<file path="src/rtl/sample_feeder.sv">
// sample_feeder: buffers raw signed 10-bit samples in a small FIFO, clips them
// to signed 8 bits and streams one per cycle to the running min/max/average
// block, closing each frame with a one-cycle RESTART pulse.
module sample_feeder #(
  parameter int DEPTH     = 4,
  parameter int FRAME_LEN = 16
) (
  input  logic       clk,
  input  logic       rst_n,
  input  logic       IN_VALID,
  output logic       IN_READY,
  input  logic [9:0] IN_DATA,
  input  logic       IN_LAST,
  input  logic       MODE_AVG,
  output logic [7:0] DATA_IN,
  output logic       ENABLE,
  output logic       RESTART,
  output logic       AVERAGE,
  output logic [7:0] SAT_CNT
);

  localparam int DATA_W = 10;
  localparam int OUT_W  = 8;
  localparam int AW     = (DEPTH > 1) ? $clog2(DEPTH) : 1;
  localparam int CW     = AW + 1;
  localparam int FW     = $clog2(FRAME_LEN + 1);

  localparam logic signed [DATA_W-1:0] SMAX = 127;
  localparam logic signed [DATA_W-1:0] SMIN = -128;

  typedef enum logic {STREAM, RST_PULSE} state_t;

  // Clip a raw sample into the signed 8-bit output range.
  function automatic logic [OUT_W-1:0] sat8(input logic signed [DATA_W-1:0] x);
    if (x > SMAX)      return 8'h7F;
    else if (x < SMIN) return 8'h80;
    else               return x[OUT_W-1:0];
  endfunction

  // True when the raw sample lies outside the signed 8-bit range.
  function automatic logic clipped(input logic signed [DATA_W-1:0] x);
    return (x > SMAX) || (x < SMIN);
  endfunction

  logic [OUT_W:0]             mem [DEPTH];
  logic [AW-1:0]              wr_ptr, rd_ptr;
  logic [CW-1:0]              count;
  state_t                     state, state_nx;
  logic [FW-1:0]              frame_cnt, frame_nx;
  logic signed [DATA_W-1:0]   in_data_s;
  logic [OUT_W:0]             head;
  logic                       push, pop;
  logic [OUT_W-1:0]           data_nx;
  logic                       en_nx, rst_nx, avg_nx;

  assign in_data_s = IN_DATA;
  assign IN_READY  = (count != CW'(DEPTH));
  assign push      = IN_VALID && IN_READY;
  assign pop       = (state == STREAM) && (count != '0);
  assign head      = mem[rd_ptr];

  // FIFO storage: entries carry {last, clipped sample}; data needs no reset.
  always_ff @(posedge clk) begin
    if (push) mem[wr_ptr] <= {IN_LAST, sat8(in_data_s)};
  end

  // FIFO pointers and occupancy; pointers wrap naturally as DEPTH is a power of two.
  always_ff @(posedge clk or negedge rst_n) begin
    if (!rst_n) begin
      wr_ptr <= '0;
      rd_ptr <= '0;
      count  <= '0;
    end else begin
      if (push) wr_ptr <= wr_ptr + AW'(1);
      if (pop)  rd_ptr <= rd_ptr + AW'(1);
      case ({push, pop})
        2'b10:   count <= count + CW'(1);
        2'b01:   count <= count - CW'(1);
        default: count <= count;
      endcase
    end
  end

  // Saturation counter, sticky at 255.
  always_ff @(posedge clk or negedge rst_n) begin
    if (!rst_n) SAT_CNT <= '0;
    else if (push && clipped(in_data_s) && (SAT_CNT != 8'hFF)) SAT_CNT <= SAT_CNT + 8'd1;
  end

  // State, frame position and registered downstream outputs.
  always_ff @(posedge clk or negedge rst_n) begin
    if (!rst_n) begin
      state     <= STREAM;
      frame_cnt <= '0;
      DATA_IN   <= '0;
      ENABLE    <= 1'b0;
      RESTART   <= 1'b0;
      AVERAGE   <= 1'b0;
    end else begin
      state     <= state_nx;
      frame_cnt <= frame_nx;
      DATA_IN   <= data_nx;
      ENABLE    <= en_nx;
      RESTART   <= rst_nx;
      AVERAGE   <= avg_nx;
    end
  end

  // Next state and next output values; a frame closes on IN_LAST or at FRAME_LEN.
  always_comb begin
    state_nx = state;
    frame_nx = frame_cnt;
    data_nx  = DATA_IN;
    en_nx    = 1'b0;
    rst_nx   = 1'b0;
    avg_nx   = AVERAGE;
    case (state)
      STREAM: begin
        if (pop) begin
          data_nx = head[OUT_W-1:0];
          en_nx   = 1'b1;
          if (frame_cnt == '0) avg_nx = MODE_AVG;
          if (head[OUT_W] || (frame_cnt == FW'(FRAME_LEN - 1))) begin
            state_nx = RST_PULSE;
            frame_nx = '0;
          end else begin
            frame_nx = frame_cnt + FW'(1);
          end
        end
      end
      RST_PULSE: begin
        rst_nx   = 1'b1;
        state_nx = STREAM;
      end
      default: state_nx = STREAM;
    endcase
  end

endmodule

</file>
<file path="config.mk">
export PLATFORM = sky130hd
export DESIGN_NAME = sample_feeder
export DESIGN_NICKNAME = d
export VERILOG_FILES = /design/src/rtl/sample_feeder.sv
export SDC_FILE = /design/constraint.sdc
export NUM_CORES = 1
export LEC_CHECK = 0
export CAP_MARGIN = 40
export CORE_ASPECT_RATIO = 0.6
export CORE_MARGIN = 2
export CORE_UTILIZATION = 40
export DETAILED_ROUTE_END_ITERATION = 12
export PLACE_DENSITY_LB_ADDON = 0.08
export SYNTH_ARGS = -nofsm -noshare
export SYNTH_HDL_FRONTEND = slang
export SYNTH_SLANG_ARGS = --single-unit
</file>
<file path="constraint.sdc">
create_clock -name clk -period 1.9 [get_ports clk]
set_input_delay 0.475 -clock clk [delete_from_list [all_inputs] [get_ports clk]]
set_output_delay 0.475 -clock clk [all_outputs]
set_load 0.005 [all_outputs]
</file>
; Word level (Yosys, flattened, before mapping)
; Memory sizes are Yosys's and may differ from the RTL's.
; Cells that the tools add are included.
[op_classes]
n_addsub = 6
n_bitwise = 1
eq_ne = 5
muxes = 13
reduce_logical = 11
n_lt_le_gt_ge = 2
[op_table]
columns = operator, n
row1 = $mux W8, 3
row2 = $gt A10 B8 Y1 const B, 1
row3 = $lt A10 B8 Y1 const B, 1
row4 = $add A8 B1 Y8 const B, 1
row5 = $ne A8 B8 Y1 const B, 1
row6 = $mux W1, 7
row7 = $pmux W3 S2, 1
row8 = $add A5 B1 Y5 const B, 1
row9 = $eq A5 B4 Y1 const B, 1
row10 = $logic_not A5 Y1, 1
row11 = $mux W5, 1
row12 = $add A2 B1 Y2 const B, 2
row13 = $logic_and A1 B1 Y1, 4
row14 = $add A3 B1 Y3 const B, 1
row15 = $ne A3 B3 Y1 const B, 1
row16 = $reduce_and A3 Y1, 1
row17 = $reduce_bool A3 Y1, 1
row18 = $sub A3 B1 Y3 const B, 1
row19 = $eq A2 B1 Y1 const B, 1
row20 = $eq A2 B2 Y1 const B, 1
row21 = $logic_or A1 B1 Y1, 2
row22 = $pmux W1 S2, 1
row23 = $reduce_and A2 Y1, 1
row24 = $reduce_bool A2 Y1, 1
row25 = $not A1 Y1, 1
[word_totals]
mem_bits_rw = 36
n_memories = 1
out_inout_bits = 20
regBits = 32
wordCells = 49
inputBits = 15
[mem_list]
columns = memory, depth, width, rd, rd_ports_with_merged_regs, write_ports, line
row1 = mem, 4, 9, 1, 0, 1, 45  ; logic [OUT_W:0] mem [DEPTH];

; Logic depth before layout (Yosys ltp)
; Gate-level depths: netlist of run 1.
[logic_depth]
depth_word = 5
depth_mapped = 11
ltp_nobuf = 9

; Least setup slack after synthesis of run 1
; OpenSTA, ideal clock, no wires.
[synth_path]
path_type = register to register
start = register count[0]
end = register count[2]
setup_time_ps = 125
required_time_ps = 1775
path_stages_with_launch = 12
slack_ps = -171
synth_period_minus_slack_ps = 2071
arrival_time_ps = 1946
n_path_buf = 2
path_cell_list = dfrtp_1 > nor3_1 > or2_1 > buf_2 > clkbuf_1 > inv_1 > ha_1 > inv_1 > fa_1 > xor2_1 > nor2_1 > xor2_1
[synth_between]
elab_chain_len = 4
word_cells_on_any_way = 10
classes_between = add/sub: 2 / eq/ne: 3 / mux: 1 / reduce/logical: 4
[synth_lines]
columns = item, line
row1 = "start, declared", 47  ; logic [CW-1:0] count;
row2 = "start signal, assigned", 77  ; 2'b10: count <= count + CW'(1);
row3 = "start signal, assigned", 78  ; 2'b01: count <= count - CW'(1);
row4 = "start signal, assigned", 79  ; default: count <= count;
row5 = $ne A3 B3 Y1 / $reduce_bool A3 Y1 (equally long branches), "57, 59"
row6 = "$logic_and A1 B1 Y1, on equally long branches", "58, 59"
row7 = $eq A2 B1 Y1 / $eq A2 B2 Y1 (equally long branches), 76  ; case ({push, pop})
row8 = $pmux W3 S2 / $reduce_bool A2 Y1 (equally long branches), n/a
; Several ways; a longest one is shown, not always the timed one.
; A chain may end at the register's enable or synchronous reset.

; Worst setup path in the final report of run 1
; Ends and elaborated chain as after synthesis.

==> impl_metrics.toml, run 1 <==
[sta]
fin_ws_ns = 0.0201
hold_viol_final = 0
slew_viol_final = 0
clock_skew_ns = 0.00659
rsz0062_at_grt = "true"
finalSetupTns_ns = 0
max_slew_margin_pct = 61.1
layout_worst_path_cycle_share_pct = 98.9
setup_viol = 0
period_minus_slack_ns = 1.88
max_freq_mhz = 532
tightestPinTransition_ns = 0.581

[placement]
dpl_worst_slack_ns = -0.310
dp_hpwl_um = 3990
io_buffers = 34
gp_congestion = 0.769

[run_status]
outcome = "finished, final reports clean"

[route]
post_drt_wl_per_cell_um = 13.6
routed-via-count = 1839
first_pass_iters = 4
drtIter0Drc = 112
remaining_drc_errors = 0
ant_nets = 0
viasPerCell = 4.52
routed_wl_um = 5520

[worst_setup_path]
r2r_end = "count[2]"
crit_fanout = 3
reg2reg_depth = 8
critPathKind = "register to register"
endpoint_kind = "register"
startpoint_type = "register"
crit_arrival_ns = 2.14
r2r_slack_ns = 0.02
worstSetupEndpoint = "count[2]"
worstPathRequired_ns = 2.16
r2r_start = "count[0]"
critical_path.startpoint = "count[0]"

[synthesis]
synthCells = 233
yosys_warnings = 0
ys.flop_type = "edfxtp_1"
ys_top_cells_by_area = "edfxtp_1, dfrtp_1, mux4_2, nand2_1, ha_1"
synth_top_area_share_pct = 35.7
synth_nets = 258
synth_largest_area_cell = "edfxtp_1"
synthArstFlopShare_pct = 47.1
ys_ff_latch = 68
synth_commonest_cells = "nand2_1, edfxtp_1, dfrtp_1, nor2_1, inv_1"
synth.distinct_cells = 36
synthMostInstantiatedCell = "nand2_1"
synth-edff-count = 36
synth_area_mm2 = 0.00303
syn_area_per_cell_um2 = 13.0
seq_area_frac_synth_pct = 62.2

[final_layout]
drive_gt1_share_pct = 24.1
synthToLayoutAreaGrowth_pct = 33.3
antenna_cells = 0
nNetsFinal = 323
fillers = 626
final_core_util_pct = 55.3

[floorplan]
ios = 35
die_area_mm2 = 0.00830
coreArea_mm2 = 0.00730
fp.dieH_um = 71.4
initial_core_util_pct = 41.5
rows = 24
die_w_um = 116

[clock_network]
htree_levels = 3
cts_made_buffers = 9
clkTransAtPathRegs_ns = 0.06
clockRootBuffer = "clkbuf_16"
tritoncts = "done"
clock_latency_ns = 0.33
ctsHoldBuffers = 0
cts_sinks = 68
cts_buffer_depth = 2

[grt]
grt_usage_pct = 15.1
grt_pass1_vias = 1797
grt_max_degree = 33
grt_pass1_wl_um = 9160
grt_antenna_before_repair = 0
grt-ovfl-total = 0

[power]
power_density_mw_per_mm2 = 1580
leakagePower_nw = 1.67
ir_drop_mv = 0.660
power_mw = 6.39

[min_path]
hold_class = "register to register"

[job]
max-cap-violations = 0
placed cells by master, fill, tap and decap left out, types with 2 or more instances in the layout:
cell,Yosys,final
a21oi_1,8,8
and3_1,5,5
buf_4,0,30
bufinv_16,0,2
clkbuf_16,0,9
clkdlybuf4s50_1,0,32
clkinv_2,0,2
clkinv_4,0,2
dfrtp_1,32,32
edfxtp_1,36,36
ha_1,9,8
inv_1,10,8
inv_2,1,3
mux2_1,2,2
mux2_4,2,2
mux4_2,9,9
nand2_1,38,37
nand3_1,6,6
nand4_1,2,2
nor2_1,27,27
nor3_2,2,3
nor4_2,2,2
o21ai_1,4,4
or2_1,2,2
xnor2_1,4,4
xor2_1,7,7
cell type report:
type	count	area (µm²)	area share [%]
clock buffer	9	225	5.58
clock inverter	7	91.3	2.26
inverter	11	41.3	1.02
multi-input combinational	143	1080	26.7
sequential	68	1880	46.6
tap	104	130	3.22
timing repair buffer	65	588	14.6
logic make-up after synthesis:
group | count (synthesis) | synth area share (%)
AOI/OAI and AO/OA | 15 | 2.89
xor gates and xnor gates | 11 | 3.18
adders and majority gates | 10 | 4.38
buffers and inverters | 22 | 3.22
DFF | 68 | 62.2
muxes | 14 | 8.76
and+or+nand+nor | 93 | 15.4
critical path, cell delays in order (launching register included):
cell and delay (ns):
dfrtp_1 0.40, or3b_4 0.41, nand2_4 0.08, ha_4 0.13, inv_2 0.03, fa_2 0.32
xor2_1 0.14, nor2_1 0.13, xor2_1 0.15
state kept, by name, summed over array words and instances, names as in the netlist, 2 cells and up:
name and flops:
frame_cnt 5, count 3, SAT_CNT 8, wr_ptr 2, rd_ptr 2, mem 36, DATA_IN 8
timing repair:
item	4_1_cts	5_1_grt
endpoints found under the setup margin	2	4
setup buffers	3	1
pin swaps	3	0
gates resized for setup	3	3
per-stage QoR:
step / hold WS (ns) / instance area (µm²) / cells
6_report: 0.419 / 4040 / 407
5_1_grt: 0.430 / 4040 / 407
4_1_cts: 0.414 / 4020 / 406
3_5_place_dp: 0.399 / 3680 / 387
3_3_place_gp: 0.396 / 3680 / 387
2_1_floorplan: 0.179 / 3070 / 233
routing by layer:
layer  GRT usage, %  vias to the layer above  share of wire (%)
met5              0                        -                  0
met4           4.76                        0               0.92
met3           6.77                        5                6.4
met2           18.9                       45                 38
met1           23.1                      846                 54
li1               -                      943                  -
report_power, final:
group / leakage [nW] / switching (mW) / internal (mW)
sequential: 0.725 / 0.256 / 2.05
combinational: 0.784 / 1.07 / 1.28
clock: 0.157 / 0.596 / 1.14
total: 1.67 / 1.92 / 4.48
how the worst min path moves through the flow:
stage / start / endpoint / cells past startpoint
floorplan: rst_n / AVERAGE / 0
global placement: state / RESTART / 0
finish: state / RESTART / 0
CTS: state / RESTART / 0
detailed placement: state / RESTART / 0
global route: state / RESTART / 0
Power figures use the tool's default switching activity.
==> inputs of run 2 (changes only) <==
--- a/config.mk
+++ b/config.mk
@@ -5,9 +5,9 @@
 export SDC_FILE = /design/constraint.sdc
 export NUM_CORES = 1
 export LEC_CHECK = 0
+export ABC_CLOCK_PERIOD_IN_PS = 1900
 export CAP_MARGIN = 40
 export CORE_ASPECT_RATIO = 0.6
-export CORE_MARGIN = 2
 export CORE_UTILIZATION = 40
 export DETAILED_ROUTE_END_ITERATION = 12
 export PLACE_DENSITY_LB_ADDON = 0.08
==> impl_metrics.toml, run 2 (synthesized netlist as in run 1, its figures left out) <==
[route]
ant_nets = 0
first_pass_iters = 4
routed-via-count = 1856
viasPerCell = 4.59
drtIter0Drc = 115
post_drt_wl_per_cell_um = 13.4
routed_wl_um = 5390
remaining_drc_errors = 0

[sta]
rsz0062_at_grt = "true"
finalSetupTns_ns = 0
clock_skew_ns = 0.00606
tightestPinTransition_ns = 0.582
layout_worst_path_cycle_share_pct = 99.9
setup_viol = 0
period_minus_slack_ns = 1.90
fin_ws_ns = 0.00241
max_freq_mhz = 527
max_slew_margin_pct = 61.0
hold_viol_final = 0
slew_viol_final = 0

[floorplan]
initial_core_util_pct = 41.5
ios = 35
fp.dieH_um = 69.4
die_w_um = 114
die_area_mm2 = 0.00793
coreArea_mm2 = 0.00730
rows = 24

[final_layout]
largest_reg_flops = 36
synthToLayoutAreaGrowth_pct = 32.7
regArea_mm2 = 0.00188
drive_gt1_share_pct = 23.7
top_regs = "mem x36, DATA_IN x8, SAT_CNT x8"
fillers = 630
nNetsFinal = 320
final_common_cell = "nand2_1"
regMostFlops = "mem"
fin_area_mm2 = 0.00402
multiInputGateArea_mm2 = 0.00109
antenna_cells = 0
final_cell_mix = "nand2_1, edfxtp_1, clkdlybuf4s50_1"

[clock_network]
ctsHoldBuffers = 0
htree_levels = 3
clock_latency_ns = 0.32
cts_sinks = 68
cts_buffer_depth = 2
clockRootBuffer = "clkbuf_16"
clkTransAtPathRegs_ns = 0.06
tritoncts = "done"
cts_made_buffers = 9

[worst_setup_path]
critPathKind = "register to output port"
crit_arrival_ns = 1.42
crit_fanout = 3
endpoint_kind = "output port"
startpoint_type = "register"
r2r_start = "count[0]"
critical_path.startpoint = "count[0]"
worstPathRequired_ns = 1.42

[grt]
grt_pass1_wl_um = 9050
grt_pass1_vias = 1773
grt_antenna_before_repair = 0
grt-ovfl-total = 0
grt_usage_pct = 15.5
grt_max_degree = 33

[min_path]
hold_class = "register to register"
hold_start = "state"

[power]
power_density_mw_per_mm2 = 1580
power_mw = 6.33
ir_drop_mv = 0.721
combPwrFrac_pct = 37.3
power_frac_clock_pct = 26.1
sequentialPowerShare_pct = 36.6
p_int_mw = 4.42
switching_share_pct = 30.2
leakagePower_nw = 1.64
switching_power_mw = 1.91

[run_status]
outcome = "finished, final reports clean"

[placement]
io_buffers = 34
dp_hpwl_um = 3870
gp_congestion = 0.762
place_area_mm2 = 0.00368
dpl_worst_slack_ns = -0.158

[job]
max-cap-violations = 0
[run 2: per-stage QoR]
stage / hold WS [ns] / util, % / std cells
6_report: 0.407 / 55.0 / 404
3_3_place_gp: 0.394 / 50.4 / 385
2_1_floorplan: 0.179 / - / 233
5_1_grt: 0.428 / 55.0 / 404
4_1_cts: 0.400 / 54.8 / 403
3_5_place_dp: 0.388 / 50.4 / 385
[run 2: area by class of cell]
| type | instances | area share [%] |
|---|---|---|
| clock buffer | 12 | 6.39 |
| multi-input combinational | 143 | 27.0 |
| sequential | 68 | 46.9 |
| timing repair buffer | 62 | 14.3 |
| clock inverter | 4 | 1.15 |
| inverter | 11 | 1.03 |
| tap | 104 | 3.24 |
[run 2: final timing paths]
check / endpoint / slack (ns) / cells after the start
max in group asynchronous: SAT_CNT[1] / 1.04 / 2
worst max-delay path: IN_READY / 0.002 / 2
worst max register to register: count[2] / 0.02 / 8
worst min-delay path: RESTART / 0.41 / 0
min in group asynchronous: AVERAGE / 0.56 / 2
worst min register to register: RESTART / 0.41 / 0
[run 2: what timing repair did]
| item | 4_1_cts | 5_1_grt |
|---|---|---|
| endpoints found under the setup margin | 2 | 3 |
| resized for setup | 3 | 3 |
| hold endpoints to repair | 0 | 0 |
| setup buffers | 2 | 1 |
| pin swaps | 1 | 2 |
[run 2: per-layer routing]
metal / track usage, % / wire length (µm) / share of wire [%]
met2: 19.7 / 2050 / 38
met3: 5.51 / 285 / 5.3
met5: 0 / 0 / 0
met4: 5.63 / 23 / 0.43
met1: 23.8 / 3040 / 56
[run 2: power by group through the flow]
stage / registers, mW / logic (mW) / clock network (mW)
3_3_place_gp: 2.35 / 2.25 / 0
4_1_cts: 2.32 / 2.37 / 1.69
6_report: 2.32 / 2.36 / 1.65
5_1_grt: 2.37 / 2.65 / 1.76
2_1_floorplan: 2.31 / 1.40 / 0
3_5_place_dp: 2.34 / 2.30 / 0
[run 2: worst max-delay path, stage by stage, from the launching register on]
cell and delay (ns):
dfrtp_1 0.41, or3b_4 0.42, dlygate4sd2_1 0.28
